[src/rtl/four_to_one_rr_mux.sv]
// Round-robin 4:1 valid/ready merge onto one registered output beat tagged with its source index.
// Optional even-parity output out_par is enabled by defining RR_MUX_PARITY_EN.
module four_to_one_rr_mux #(
  parameter int DATA_WIDTH = 8
) (
  input  logic                    clk,
  input  logic                    rst_n,
  input  logic [3:0]              in_valid,
  output logic [3:0]              in_ready,
  input  logic [4*DATA_WIDTH-1:0] in_data,
  output logic                    out_valid,
  input  logic                    out_ready,
  output logic [DATA_WIDTH-1:0]   out_data,
  output logic [1:0]              out_sel
`ifdef RR_MUX_PARITY_EN
  ,
  output logic                    out_par
`endif
);

  typedef enum logic {EMPTY = 1'b0, FULL = 1'b1} state_t;

  state_t                          state_q, state_d;
  logic   [1:0]                    ptr_q;
  logic   [1:0]                    gnt;
  logic   [1:0]                    idx;
  logic                            any_vld;
  logic                            load_ok;
  logic                            take;
  logic   [3:0][DATA_WIDTH-1:0]    lane_data;

  assign lane_data = in_data;
  assign any_vld   = |in_valid;
  assign out_valid = (state_q == FULL);
  assign load_ok   = ~out_valid | out_ready;
  assign take      = load_ok & any_vld;

  // Walk from ptr+3 down to ptr so the nearest requester to ptr is written last and wins.
  always_comb begin
    gnt = ptr_q;
    idx = ptr_q;
    for (int k = 3; k >= 0; k--) begin
      idx = ptr_q + 2'(k);
      if (in_valid[idx]) gnt = idx;
    end
  end

  // Ready depends only on valids and the grant, never on data; forced low during reset.
  for (genvar i = 0; i < 4; i++) begin : g_rdy
    assign in_ready[i] = rst_n & take & (gnt == 2'(i));
  end

  always_comb begin
    state_d = state_q;
    if (load_ok) state_d = any_vld ? FULL : EMPTY;
  end

  always_ff @(posedge clk or negedge rst_n) begin
    if (!rst_n) state_q <= EMPTY;
    else        state_q <= state_d;
  end

  always_ff @(posedge clk or negedge rst_n) begin
    if (!rst_n) begin
      out_data <= '0;
      out_sel  <= '0;
      ptr_q    <= '0;
    end else if (take) begin
      out_data <= lane_data[gnt];
      out_sel  <= gnt;
      ptr_q    <= gnt + 2'd1;
    end
  end

`ifdef RR_MUX_PARITY_EN
  always_ff @(posedge clk or negedge rst_n) begin
    if (!rst_n)    out_par <= 1'b0;
    else if (take) out_par <= ^lane_data[gnt];
  end
`endif

endmodule

[config.mk]
export PLATFORM = sky130hd
export DESIGN_NAME = four_to_one_rr_mux
export DESIGN_NICKNAME = d
export VERILOG_FILES = /design/src/rtl/four_to_one_rr_mux.sv
export SDC_FILE = /design/constraint.sdc
export NUM_CORES = 1
export LEC_CHECK = 0
export CAP_MARGIN = 20
export CORE_MARGIN = 3
export CORE_UTILIZATION = 35
export CTS_BUF_LIST = sky130_fd_sc_hd__clkbuf_2 sky130_fd_sc_hd__clkbuf_4 sky130_fd_sc_hd__clkbuf_8
export DETAILED_ROUTE_END_ITERATION = 10
export PLACE_DENSITY = 0.88
export SLEW_MARGIN = 20
export SYNTH_ARGS = -nofsm -noshare
export SYNTH_HDL_FRONTEND = slang
export SYNTH_SLANG_ARGS = --single-unit
[constraint.sdc]
create_clock -name clk -period 1.6 [get_ports clk]
set_input_delay 0.24 -clock clk [delete_from_list [all_inputs] [get_ports clk]]
set_output_delay 0.24 -clock clk [all_outputs]
set_load 0.005 [all_outputs]
==> results.md <==
- Post-synth top flop: dfrtp_1
- Pre-Repair DR Iteration Count: 4
- Die footprint: 0.00325 mm^2
- Fin nets: 196
- Worst Skew: just over 0.01 ns
- Gr ovfl total: 0
- Most common cell after layout, fill and taps aside: clkdlybuf4s50_1
- Slew Viols, Final: 0
- HP Class: in2async
- Final wirelength: 3090 um
- Avg Cell Area, Syn: between 10 and 15 um^2
- Setup_tns: -3.85 ns
- First-pass GRT wire length: 4820 um
- Number of global-route vias before repair: 979
- Core region area: 0.00234 mm^2
- Status: complete, but fails checks
- Startpoint Class: flip-flop
- Row cnt: 17
- Fin util: about three quarters
- Post-layout min period: approximately 2.0 ns
- Antenna Cells: 0
- Ys async rst share: 100%
- #FFs+latches synth: 13
- Most frequent cells in the layout: clkdlybuf4s50_1, dfrtp_1, nor2_1, buf_4
- Final-report setup violation count: 15
- Warnings, synthesis: 0
- CTS buffer count: 3
- Largest net degree at the start of global routing: 17
- Post-Synthesis Cells: 84
- Post-route design area: about 0.0018 mm^2
- Detail Placement HPWL: between 2000 and 2500 um
- DRC: 0
- Max Clk Rate: around 0.49 GHz
- Proportion of layout cells with a drive suffix above 1: around two fifths
- Antenna Violating Nets Remaining: 0
- Clk Latency, worst-skew pair: 0.28 ns
- Total of max-cap violations: 0
- Die Wd: roughly 57 um
- Setup slack at placement: -0.856 ns
- IO Pins: 54
- Worst Max-Slew Pin Slew: 0.302 ns
- Crit path required time: 1.36 ns
- Vias per Instance: 5.28
- Critical Path Fanout Max: 3
- Die height: 57.1 um
- CTS max path bufs: 2
- Violated checks: negative setup slack
- Cell area after synthesis: 912 um^2
- First DRT Iteration DRCs: 10
- Total GRT Usage: a little under a fifth
- Post-synth EDFFs: 0
- Syn_nets: ~120
- Crit path kind: reg2out
- DR vias: 972
- H-tree levels: 1
- Clock Tree Root: clkbuf_4
- Dpl cell area: about 0.0015 mm^2
- Initial antenna violation count: 0
- Final total power: 2370 uW
- Critical path arrival: 1.80 ns
- Ranking of synthesized cells by area: dfrtp_1, mux2i_1, a221oi_2
- Worst setup EP type: primary output
- CTS Sinks: 13
- Unrepaired setup endpoints after global routing: yes
- Input/output buffers: 53
- Count of final hold-check violations: 0
- Yosys top cell by area: dfrtp_1
- CTS tree: done
- Synthesis-to-finish area growth: 97.4%
- Netlist cell types: 29
- Routed WL per cell: 16.8 um
- Final worst slack: -0.443 ns
- Yosys top cell area share: ~36%
- Slew HR: 79.9%
- Initial Utilization: between 30% and 40%
- Final period util: 128%
- CTS clk-pin slew, worst paths: ~0.080 ns
- GP Congestion: slightly below 0.8
- Leak: 0.000758 uW
- Worst VDD drop: 1.10 mV
- PwrDens: 1310 mW/mm^2
- Sequential area share after synthesis: 35.7%
-- power breakdown --
part	switching (uW)	total (uW)	internal (uW)
sequential	70.9	527	456
clock	111	224	114
combinational	610	1620	1010
total	791	2370	1580
-- through the flow --
| step | instances | hold WS, ns |
|---|---|---|
| finish | 184 | 0.384 |
| global route | 184 | 0.407 |
| CTS | 183 | 0.402 |
| detailed placement | 170 | 0.499 |
| global placement | 170 | 0.500 |
| floorplan | 84 | -0.0556 |
-- worst max-delay path: stages, from the launching register on --
cell and delay (ns):
dfrtp_1 0.39, and3b_1 0.16, or4_4 0.53, nand2_4 0.09, nor3b_2 0.18, buf_2 0.15
-- Yosys cell counts (2+ instances only) --
cell	number
mux2i_1	16
inv_1	2
dfrtp_1	13
a21oi_1	3
nand2_1	2
nor3b_1	3
nor3_1	2
a221oi_2	8
o21ai_0	2
buf_6	3
nor2_1	12
-- layout make-up --
cell class	count	area (um^2)
clock buffers	4	30.0
fillers	148	539
inverters	2	7.51
multi-input cells	63	664
flip-flops and latches	13	325
well taps	28	35.0
repair buffers	74	738
-- state kept, by name, summed over array words and instances, names as in the netlist --
name	count
out_data	8
out_sel	2
ptr_q	2
out_valid	1
-- timing repair --
action	4_1_cts	5_1_grt
gates cloned	1	0
setup endpoints to repair	15	15
hold buffers	0	0
buffers inserted	8	5
pin swaps	9	6
gates resized for setup	50	18
-- cells by family after synthesis --
family	after synthesis	synth area share [%]
buffers and inverters	8	7.41
xor gates and xnor gates	1	0.960
and+or+nand+nor	29	18.7
AOI/OAI and AO/OA	16	18.5
DFF	13	35.7
muxes	17	18.8
-- layer usage --
| layer | vias to the layer above | GRT usage (%) | wire [um] |
|---|---|---|---|
| met3 | 4 | 7.47 | 248 |
| li1 | 461 | - | - |
| met5 | - | 0 | 0 |
| met1 | 463 | 22.8 | 1190 |
| met4 | 0 | 3.64 | 53 |
| met2 | 44 | 31.6 | 1600 |
-- worst paths after layout --
kind | start | to | slack [ns] | depth (start not counted)
worst max-delay path | ptr_q[1] | in_ready[2] | -0.44 | 5
worst min-delay path | rst_n | out_data[3] | 0.38 | 3
worst max register to register | ptr_q[0] | out_data[0] | -0.29 | 8
worst min register to register | out_sel[0] | out_sel[0] | 0.52 | 1
max in group asynchronous | rst_n | out_data[7] | 1.05 | 3
min in group clk | in_valid[0] | out_valid | 0.46 | 3
No activity file was read; power rests on OpenSTA's default activity.
